$ cat src/rtl/mask_stream_gen_pkg.sv
// Shared types for the Cr-threshold mask stream generator and its frame tracker.
// Latency: n/a (types and constants only).
// Backpressure: n/a (types and constants only).
package mask_pkg;

    typedef logic [10:0] hcount_t;
    typedef logic [9:0]  vcount_t;

    typedef enum logic [1:0] {
        WAIT_SOF,
        IN_FRAME,
        FLUSH1,
        FLUSH2
    } fsm_t;

    localparam int HIT_CNT_W = 20;

endpackage

$ cat src/rtl/mask_stream_gen_if.sv
// Pixel-in / hit-out bundle between the camera front end and mask_stream_gen.
// Latency: n/a (wiring only); master drives pixels, slave returns hits.
// Backpressure: none; MASK_HIT_COUNT_EN adds the per-frame hit count.
interface mask_stream_gen_if #(
    parameter int CHAN_W = 8
);
    import mask_pkg::*;

    hcount_t             hcount_in;
    vcount_t             vcount_in;
    logic                pixel_valid_in;
    logic [CHAN_W-1:0]   cr_in;
    logic [CHAN_W-1:0]   lower_in;
    logic [CHAN_W-1:0]   upper_in;
    hcount_t             x_out;
    vcount_t             y_out;
    logic                valid_out;
    logic                tabulate_out;
`ifdef MASK_HIT_COUNT_EN
    logic [HIT_CNT_W-1:0] hit_count_out;

    modport master (
        output hcount_in, vcount_in, pixel_valid_in, cr_in, lower_in, upper_in,
        input  x_out, y_out, valid_out, tabulate_out, hit_count_out
    );
    modport slave (
        input  hcount_in, vcount_in, pixel_valid_in, cr_in, lower_in, upper_in,
        output x_out, y_out, valid_out, tabulate_out, hit_count_out
    );
`else
    modport master (
        output hcount_in, vcount_in, pixel_valid_in, cr_in, lower_in, upper_in,
        input  x_out, y_out, valid_out, tabulate_out
    );
    modport slave (
        input  hcount_in, vcount_in, pixel_valid_in, cr_in, lower_in, upper_in,
        output x_out, y_out, valid_out, tabulate_out
    );
`endif

endinterface

$ cat src/rtl/mask_stream_gen_frame_tracker.sv
// Frame FSM: SOF/EOF decode, abort-on-restart, 2-cycle drain, 1-cycle tabulate pulse.
// Latency: tabulate_o rises 3 cycles after the last pixel of a complete frame.
// Backpressure: none; pixels during the drain or outside a frame are not accepted.
module frame_tracker
    import mask_pkg::*;
#(
    parameter int H_ACTIVE = 1280,
    parameter int V_ACTIVE = 720
) (
    input  logic    clk_in,
    input  logic    rst_in,
    input  logic    pixel_valid_in,
    input  hcount_t hcount_in,
    input  vcount_t vcount_in,
    output logic    sof_o,
    output logic    accept_o,
    output logic    tab_next_o,
    output logic    tabulate_o
);

    localparam hcount_t H_LAST = hcount_t'(H_ACTIVE - 1);
    localparam vcount_t V_LAST = vcount_t'(V_ACTIVE - 1);

    fsm_t state_d, state_q;
    logic tab_d, tab_q;
    logic at_origin, at_last;

    // Decode frame boundaries and pick the next state; a restart at (0,0) beats the end-of-frame path.
    always_comb begin
        at_origin  = pixel_valid_in && (hcount_in == '0) && (vcount_in == '0);
        at_last    = pixel_valid_in && (hcount_in == H_LAST) && (vcount_in == V_LAST);
        sof_o      = at_origin && ((state_q == WAIT_SOF) || (state_q == IN_FRAME));
        accept_o   = sof_o || (pixel_valid_in && (state_q == IN_FRAME));
        state_d    = state_q;
        case (state_q)
            WAIT_SOF: if (sof_o) state_d = IN_FRAME;
            IN_FRAME: if (!sof_o && at_last) state_d = FLUSH1;
            FLUSH1:   state_d = FLUSH2;
            FLUSH2:   state_d = WAIT_SOF;
            default:  state_d = WAIT_SOF;
        endcase
        tab_d      = (state_q == FLUSH2);
        tab_next_o = tab_d;
        tabulate_o = tab_q;
    end

    // State and pulse registers.
    always_ff @(posedge clk_in) begin
        if (rst_in) begin
            state_q <= WAIT_SOF;
            tab_q   <= 1'b0;
        end else begin
            state_q <= state_d;
            tab_q   <= tab_d;
        end
    end

endmodule

$ cat src/rtl/mask_stream_gen.sv
// Thresholds Cr per pixel and emits (x,y) of in-band pixels plus a per-frame tabulate pulse.
// Latency: 2 cycles pixel -> valid_out; tabulate 3 cycles after the frame's last pixel.
// Backpressure: none (always accepts). Optional MASK_HIT_COUNT_EN adds hit_count_out.
module mask_stream_gen
    import mask_pkg::*;
#(
    parameter int H_ACTIVE = 1280,
    parameter int V_ACTIVE = 720,
    parameter int CHAN_W   = 8
) (
    input  logic              clk_in,
    input  logic              rst_in,
    mask_stream_gen_if.slave  bus
);

    logic              sof, accept, tab_next, tabulate;
    logic [CHAN_W-1:0] lo_d, lo_q, hi_d, hi_q;
    hcount_t           x1_d, x1_q, x_d, x_q;
    vcount_t           y1_d, y1_q, y_d, y_q;
    logic              hit1_d, hit1_q, vld_d, vld_q;

    frame_tracker #(
        .H_ACTIVE (H_ACTIVE),
        .V_ACTIVE (V_ACTIVE)
    ) u_frame_tracker (
        .clk_in         (clk_in),
        .rst_in         (rst_in),
        .pixel_valid_in (bus.pixel_valid_in),
        .hcount_in      (bus.hcount_in),
        .vcount_in      (bus.vcount_in),
        .sof_o          (sof),
        .accept_o       (accept),
        .tab_next_o     (tab_next),
        .tabulate_o     (tabulate)
    );

    // Stage 1: latch thresholds at SOF (the SOF pixel already uses the new band) and classify the pixel.
    always_comb begin
        lo_d   = sof ? bus.lower_in : lo_q;
        hi_d   = sof ? bus.upper_in : hi_q;
        hit1_d = accept && (bus.cr_in >= lo_d) && (bus.cr_in <= hi_d);
        x1_d   = accept ? bus.hcount_in : x1_q;
        y1_d   = accept ? bus.vcount_in : y1_q;
    end

    // Stage 2: present hits; coordinates hold their last hit when nothing is valid.
    always_comb begin
        vld_d = hit1_q;
        x_d   = hit1_q ? x1_q : x_q;
        y_d   = hit1_q ? y1_q : y_q;
    end

    // Pipeline and threshold registers.
    always_ff @(posedge clk_in) begin
        if (rst_in) begin
            lo_q   <= '0;
            hi_q   <= '0;
            hit1_q <= 1'b0;
            x1_q   <= '0;
            y1_q   <= '0;
            vld_q  <= 1'b0;
            x_q    <= '0;
            y_q    <= '0;
        end else begin
            lo_q   <= lo_d;
            hi_q   <= hi_d;
            hit1_q <= hit1_d;
            x1_q   <= x1_d;
            y1_q   <= y1_d;
            vld_q  <= vld_d;
            x_q    <= x_d;
            y_q    <= y_d;
        end
    end

    assign bus.valid_out    = vld_q;
    assign bus.x_out        = x_q;
    assign bus.y_out        = y_q;
    assign bus.tabulate_out = tabulate;

`ifdef MASK_HIT_COUNT_EN
    logic [HIT_CNT_W-1:0] cnt_d, cnt_q, hc_d, hc_q;

    // Count output hits per frame; publish the total (including the last pixel's hit) with the tabulate pulse.
    always_comb begin
        cnt_d = cnt_q;
        if (sof)
            cnt_d = '0;
        else if (vld_q)
            cnt_d = cnt_q + 1'b1;
        hc_d  = tab_next ? cnt_d : hc_q;
    end

    // Hit counter and published count.
    always_ff @(posedge clk_in) begin
        if (rst_in) begin
            cnt_q <= '0;
            hc_q  <= '0;
        end else begin
            cnt_q <= cnt_d;
            hc_q  <= hc_d;
        end
    end

    assign bus.hit_count_out = hc_q;
`else
    logic unused_tab_next;
    assign unused_tab_next = tab_next;
`endif

endmodule

$ cat src/flat_wrapper.sv
// flat-port wrapper written by rule: the top's interface ports become plain ports
module mask_stream_gen_flat import mask_pkg::*;
#(
    parameter int H_ACTIVE = 1280,
    parameter int V_ACTIVE = 720,
    parameter int CHAN_W   = 8
)
  (clk_in, rst_in, bus_hcount_in, bus_vcount_in, bus_pixel_valid_in, bus_cr_in, bus_lower_in, bus_upper_in, bus_x_out, bus_y_out, bus_valid_out, bus_tabulate_out);
  mask_stream_gen_if #(.CHAN_W(CHAN_W)) bus_i ();
  input  logic clk_in;
  input  logic rst_in;
  input wire logic [$bits(bus_i.hcount_in)-1:0] bus_hcount_in;
  input wire logic [$bits(bus_i.vcount_in)-1:0] bus_vcount_in;
  input wire logic [$bits(bus_i.pixel_valid_in)-1:0] bus_pixel_valid_in;
  input wire logic [$bits(bus_i.cr_in)-1:0] bus_cr_in;
  input wire logic [$bits(bus_i.lower_in)-1:0] bus_lower_in;
  input wire logic [$bits(bus_i.upper_in)-1:0] bus_upper_in;
  output wire logic [$bits(bus_i.x_out)-1:0] bus_x_out;
  output wire logic [$bits(bus_i.y_out)-1:0] bus_y_out;
  output wire logic [$bits(bus_i.valid_out)-1:0] bus_valid_out;
  output wire logic [$bits(bus_i.tabulate_out)-1:0] bus_tabulate_out;
  assign bus_i.hcount_in = bus_hcount_in;
  assign bus_i.vcount_in = bus_vcount_in;
  assign bus_i.pixel_valid_in = bus_pixel_valid_in;
  assign bus_i.cr_in = bus_cr_in;
  assign bus_i.lower_in = bus_lower_in;
  assign bus_i.upper_in = bus_upper_in;
  assign bus_x_out = bus_i.x_out;
  assign bus_y_out = bus_i.y_out;
  assign bus_valid_out = bus_i.valid_out;
  assign bus_tabulate_out = bus_i.tabulate_out;
  mask_stream_gen #(.H_ACTIVE(H_ACTIVE), .V_ACTIVE(V_ACTIVE), .CHAN_W(CHAN_W)) u_core (.clk_in(clk_in), .rst_in(rst_in), .bus(bus_i));
endmodule
$ cat config.mk
export PLATFORM = sky130hd
export DESIGN_NAME = mask_stream_gen_flat
export DESIGN_NICKNAME = d
export VERILOG_FILES = /design/src/rtl/mask_stream_gen_pkg.sv /design/src/rtl/mask_stream_gen_if.sv /design/src/rtl/mask_stream_gen_frame_tracker.sv /design/src/rtl/mask_stream_gen.sv /design/src/flat_wrapper.sv
export SDC_FILE = /design/constraint.sdc
export NUM_CORES = 1
export LEC_CHECK = 0
export ABC_AREA = 1
export BUFFER_PORTS_ARGS = -buffer_cell sky130_fd_sc_hd__buf_2
export CORE_AREA = 4 4 83 85
export CTS_CLUSTER_SIZE = 24
export DETAILED_ROUTE_END_ITERATION = 10
export DIE_AREA = 0 0 87 89
export HOLD_SLACK_MARGIN = 0.08
export PLACE_DENSITY = 0.79
export SETUP_SLACK_MARGIN = 0.5
export SYNTH_ARGS = -nofsm -noshare
export SYNTH_HDL_FRONTEND = slang
export SYNTH_HIERARCHICAL = 1
export SYNTH_SLANG_ARGS = --single-unit
$ cat constraint.sdc
create_clock -name clk_in -period 2.06 [get_ports clk_in]
set_input_delay 0.103 -clock clk_in [delete_from_list [all_inputs] [get_ports clk_in]]
set_output_delay 0.103 -clock clk_in [all_outputs]
set_load 0.03 [all_outputs]
# Word-level counts from Yosys, hierarchy flattened

Cells that the tools add are included.

RAM bits: 0
Input port bits: 48
Output and inout bits: 23
Memories kept: 0
Bits in registers: 63
Bits in read-only memories: 0
Latch bits: 0

Div/mod/pow operators: 0
Shift-type cells: 0
Order comparisons: 2
$add $sub $neg: 0
Reduce and logical (&&, ||, !) cells: 16
Eq/ne operators: 7
Multipliers: 0
Bitwise gates (word level): 0
Mux-type cells: 5

Operators with widths:

| cell                 | count |
|---|---|
| $mux 8               | 2 |
| $eq 11x11->1 const B | 1 |
| $logic_not 11->1     | 1 |
| $eq 10x10->1 const B | 1 |
| $logic_not 10->1     | 1 |
| $logic_and 1x1->1    | 9 |
| $ge 8x8->1           | 1 |
| $le 8x8->1           | 1 |
| $pmux 2 s4           | 1 |
| $eq 2x2->1 const B   | 2 |
| $mux 2               | 2 |
| $ne 2x1->1 const B   | 2 |
| $eq 2x1->1 const B   | 1 |
| $logic_not 2->1      | 1 |
| $logic_or 1x1->1     | 2 |
| $reduce_and 2->1     | 1 |
| $logic_not 1->1      | 1 |

# Longest topological paths before layout

Depth in word-level cells: 8
Gate-level depth with buffers: 22
Depth with buffers taken out: 20

# Hierarchy

Netlist, hierarchy kept.

Modules (own cells, without submodules):

| module          | seq. area each (um2) | area each (um2) | times used | cells each |
|---|---|---|---|---|
| mask_stream_gen | 1201.2               | 2493.6          | 1          | 302 |
| frame_tracker   | 60.1                 | 370.4           | 1          | 72 |

# Worst setup path before layout

No wires, ideal clock.

Kind: reg2reg
Start point: register u_core.u_frame_tracker.state_q[0]
End point: register u_core.hit1_q
Arrival: 2.122 ns
Path slack: -0.177 ns
Buffers on the path: 2
Stages on the path, launching flop included: 17
Setup time: 0.115 ns
Clock period less this slack: 2.237 ns
Cells stage by stage: dfxtp_1 inv_1 ha_1 inv_1 nand2_1 nand2_1 nor2_2 and2_1 buf_6 buf_12 mux2i_2 ha_1 a21o_1 nor2_1 nand3_1 nand2_1 nor2_1

Longest elaborated chain between the ends: 7
Elaborated cells between the ends (all ways): 12

Ends and longest elaborated chain:

| item                                                 | line                                | source |
|---|---|---|
| start: declaration                                   | mask_stream_gen_frame_tracker.sv:24 | `fsm_t state_d, state_q;` |
| start signal: assignment                             | mask_stream_gen_frame_tracker.sv:53 | `state_q <= state_d;` |
| $eq 2x1->1 / $logic_not 2->1 (equally long branches) | mask_stream_gen_frame_tracker.sv:32 | `sof_o = at_origin && ((state_q == WAIT_SOF) \|\| (state_q == IN_FRAME));` |
| $logic_or 1x1->1 *                                   | mask_stream_gen_frame_tracker.sv:32 |  |
| $logic_and 1x1->1 *                                  | mask_stream_gen_frame_tracker.sv:32 |  |
| via u_core.sof                                       | mask_stream_gen.sv:16               | `logic sof, accept, tab_next, tabulate;` |
| $mux 8                                               | mask_stream_gen.sv:39               | `lo_d = sof ? bus.lower_in : lo_q;` |
| $ge 8x8->1                                           | mask_stream_gen.sv:41               | `hit1_d = accept && (bus.cr_in >= lo_d) && (bus.cr_in <= hi_d);` |
| $logic_and 1x1->1                                    | mask_stream_gen.sv:41               |  |
| $logic_and 1x1->1 *                                  | mask_stream_gen.sv:41               |  |
| end signal: assignment                               | mask_stream_gen.sv:67               | `hit1_q <= hit1_d;` |
| end: declaration                                     | mask_stream_gen.sv:20               | `logic hit1_d, hit1_q, vld_d, vld_q;` |

Mark *: on every way through the listed nets, which the timed path passes. The rest lies on a longest branch.
A chain may end at the register's enable or synchronous reset.

# Final worst setup path

Start point: register u_core.u_frame_tracker.state_q[1]
End point: register u_core.hit1_q

The elaborated chain is that of the path after synthesis.

==> impl_metrics.csv <==
group,metric,value,unit
clock_tree,htreeDepth,3,
critical_path,crit_path_cell_trace,"inv_2 > ha_4 > inv_4 > nand2_2 > nand2_2 > nor2_4 > and2_4 > buf_12 > mux2i_4 > ha_1 > a21oi_2 > nor2_1 > nor2_1 > nand3_1 > nand2_1 > nor2_1",
logic_synthesis,synth.cell_area,2860,µm²
detailed_routing,wire_per_inst,18.8,µm
placement,dp_hpwl,4.97,mm
detailed_routing,met1Wirelength,4.25,mm
critical_path,critical_path_peak_fanout,9,
clock_tree,cts_tree,"built",
timing,hold_fails_final_rpt,0,
final_layout,antenna_diode_instance_count,0,
power,share_clk_of_total_power,35.6,%
clock_tree,ctsLongestPathBuffers,2,
power,ir_drop,0.708,mV
placement,place.gp.congestion,0.776,
detailed_routing,vias,3334,
power,power_report.internal_total,2.42,mW
logic_synthesis,synth_seq_area_share,44.0,%
detailed_routing,route.final.wire_length,11.3,mm
critical_path,critical_path.startpoint_type,"flip-flop",
final_layout,multiInputGateArea,1890,µm²
clock_tree,worstSkewPairLatency,0.36,ns
power,cellLeakagePower,1.97,nW
timing,setup_repair_after_global_routing_missed_its_margin,"true",
final_layout,drive_gt1_share,47.9,%
floorplan,core_area,6200,µm²
critical_path,wp_data_required,2.31,ns
critical_path,critical-path-top-delay-family,"simple AND/OR/NAND/NOR gates",
global_routing,grt_antenna_before_repair,0,
critical_path,rrSetupSlack,-0.47,ns
critical_path,arrival,2.78,ns
floorplan,core.rowCount,29,
final_layout,num-nets-final,587,
placement,area_post_placement,3530,µm²
power,power.total,3.44,mW
floorplan,initial_core_util,46.2,%
status,violations_in_the_final_reports,"negative setup slack",
critical_path,cp_slowest_stage_delay,0.33,ns
timing,timing.final.ws_setup,-0.470,ns
power,power_density,725,nW/µm²
final_layout,final_core_utilization,76.5,%
critical_path,crit-reg2reg-capture,"u_core/hit1_q",
critical_path,rr_startpoint,"u_core/u_frame_tracker/state_q[1]",
global_routing,grt_pass1_vias,3211,
logic_synthesis,ys_top_cells_by_area,"dfxtp_1 44%, nand2_1 17%, a21oi_1 8.9%, ha_1 8.7%, nor2_1 5.1%",
clock_tree,cts_root_buf,"clkbuf_8",
timing,timing.final.setup_violations,24,
critical_path,crit_start,"u_core/u_frame_tracker/state_q[1]",
clock_tree,clk_pin_slew,0.07,ns
global_routing,grt_overflow_total,0,
logic_synthesis,netlist-cell-type-count,19,
hold_path,hold_class,"in -> reg",
critical_path,critPathSlowestCell,"dfxtp_2",
logic_synthesis,synth_top_cell_area_share,44.0,%
critical_path,critPathKind,"reg -> reg",
global_routing,pin_count_of_the_biggest_net_entering_global_routing,34,
critical_path,timing.critical_path.buf_inv,3,
detailed_routing,detailedRoute.firstPassIterationCount,5,
floorplan,die-height,89,µm
floorplan,top_level_ports,71,
timing,min_period_over_period,123,%
detailed_routing,detail_route.drc_violations,0,
critical_path,r2r_cells,16,
clock_tree,tritoncts_num_sinks,63,
logic_synthesis,yosysWarnings,6,
power,seq_power_share,38.4,%
power,p_sw_share,29.6,%
logic_synthesis,synth.avg_cell_area,7.66,µm²
timing,max_freq,395,MHz
timing,measured_slew_at_the_worst_slew_check_pin,0.770,ns
critical_path,critical_path.endpoint_type,"flip-flop",
timing,max_slew_violation_count,0,
logic_synthesis,synth_fp_nets,442,
power,power_switching,1.02,mW
floorplan,dieArea,7740,µm²
final_layout,layout.area.seq,1270,µm²
power,p_comb_share,26.0,%
final_layout,design_area,4750,µm²
clock_tree,cts_inserted_buffers,9,
job,max_cap_violations,0,
detailed_routing,drt_first_iter_violations,287,
critical_path,worstSetupPathDepth,16,
placement,count_of_input_and_output_buffers,70,
detailed_routing,avgViaCountPerCell,5.55,
detailed_routing,route.met2.wl,5.48,mm
critical_path,most_frequent_cell_on_the_critical_path,"nor2_1",
logic_synthesis,synthesis.instances,374,
global_routing,track_usage,25.1,%
timing,final.setup_skew,0.00833,ns
detailed_routing,route.antenna.remaining_nets,0,
timing,period_minus_slack,2.53,ns
detailed_routing,topRoutingLayerUsed,"met4",
final_layout,synthToLayoutAreaGrowth,65.7,%
final_layout,n_fill_cell,345,
logic_synthesis,ys_seq_elements,63,
status,status,"complete, but fails checks",
placement,worst_case_setup_slack_after_placement,-0.194,ns
timing,setup_total_negative_slack,-7.21,ns
floorplan,width_of_the_chip,87,µm
critical_path,critical_path.endpoint,"u_core/hit1_q",
timing,slew_headroom,48.7,%
detailed_routing,met3_length,805,µm
logic_synthesis,synthDominantAreaCellType,"dfxtp_1",
global_routing,grt_first_pass_wirelength,14.8,mm
## per-stage QoR
| stage | std cells | hold slack, ns |
|---|---|---|
| after CTS | 593 | 0.116 |
| after detailed placement | 540 | 0.377 |
| after global routing | 601 | 0.122 |
| after floorplan | 374 | 0.174 |
| final | 601 | 0.118 |
| after global placement | 540 | 0.365 |
## worst min-delay path by stage
| stage | start | end | slack, ns | cells after the start |
|---|---|---|---|---|
| 6_report | bus_hcount_in[5] | u_core/x1_q[5] | 0.12 | 4 |
| 5_1_grt | bus_vcount_in[6] | u_core/y1_q[6] | 0.12 | 4 |
| 4_1_cts | bus_vcount_in[9] | u_core/y1_q[9] | 0.12 | 4 |
| 3_5_place_dp | bus_upper_in[4] | u_core/hi_q[4] | 0.38 | 3 |
| 3_3_place_gp | bus_upper_in[4] | u_core/hi_q[4] | 0.37 | 3 |
| 2_1_floorplan | rst_in | u_core/u_frame_tracker/tabulate_o | 0.17 | 1 |
## cell usage after synthesis
cell type	n
a21o_1	2
a21oi_1	51
and2_1	1
buf_12	1
buf_2	12
buf_6	1
clkbuf_1	3
dfxtp_1	63
ha_1	20
inv_1	19
mux2i_1	7
mux2i_2	7
nand2_1	132
nand3_1	4
nand4_1	1
nor2_1	39
nor2_2	9
nor4_1	1
o21ai_0	1
## worst min-delay path, stage by stage
cell     delay [ns]
buf_2          0.09
buf_4          0.10
nand2_1        0.04
a21oi_1        0.11
## layout by cell type, fill, tap and decap left out
cell / instances
a21o_1: 2
a21oi_1: 28
a21oi_2: 23
and2_4: 1
buf_12: 4
buf_16: 3
buf_2: 70
buf_4: 35
buf_6: 21
buf_8: 1
bufinv_16: 2
clkbuf_1: 1
clkbuf_8: 10
clkinv_2: 1
clkinv_4: 1
clkinvlp_4: 4
dfxtp_1: 61
dfxtp_2: 1
dfxtp_4: 1
dlygate4sd3_1: 15
ha_1: 14
ha_4: 6
inv_1: 13
inv_2: 3
inv_4: 2
mux2i_1: 1
mux2i_2: 5
mux2i_4: 8
nand2_1: 100
nand2_2: 21
nand2_4: 11
nand3_1: 1
nand3_2: 2
nand3_4: 1
nand4_1: 1
nor2_1: 35
nor2_2: 8
nor2_4: 5
nor4_1: 1
o21ai_4: 1
## layer usage
metal,GRT usage [%],vias to the layer above
li1,-,1484
met1,27.3,1551
met2,44.8,213
met3,4.70,86
met4,16.1,0
met5,0,-
## registers in the layout, summed over array words and instances, names as in the netlist
name,cells
u_core/hi_q,8
u_core/hit1_q,1
u_core/u_frame_tracker/state_q,2
u_core/u_frame_tracker/tabulate_o,1
u_core/bus.x_out,11
u_core/bus.y_out,10
u_core/x1_q,11
u_core/y1_q,10
u_core/lo_q,8
u_core/bus.valid_out,1
## power by group through the flow
stage | Sequential (mW) | Combinational [mW] | Clock (mW)
floorplan | 1.33 | 0.274 | 0
detailed placement | 1.33 | 0.468 | 0
CTS | 1.31 | 0.746 | 1.22
finish | 1.32 | 0.895 | 1.22
global route | 1.33 | 0.935 | 1.29
global placement | 1.33 | 0.446 | 0
## cell families (layout without fill, tap and decap cells)
logic type | Yosys count | count (layout) | synth area share [%]
compound gates | 54 | 54 | 9.61
fa+ha+maj | 20 | 20 | 8.74
buf+inv | 36 | 186 | 6.07
flops | 63 | 63 | 44.0
mux | 14 | 14 | 5.81
simple gates | 187 | 187 | 25.7
## area by class of cell
cell class                 count  area share, %
multi-input combinational    275           39.8
sequential                    63           26.7
timing repair buffer         149           24.8
clock buffer                  11           2.98
tap                           77           2.03
clock inverter                 5           1.71
inverter                      19           1.69
timing repair inverter         2          0.316
## repair_timing
item,CTS,global route
resized for setup,87,49
hold buffers,15,0
cloned,5,0
buffers inserted,17,8
hold endpoints to repair,15,0
setup endpoints to repair,36,40
pin swaps,18,20
Note: power is estimated with default switching activity, not from simulation.
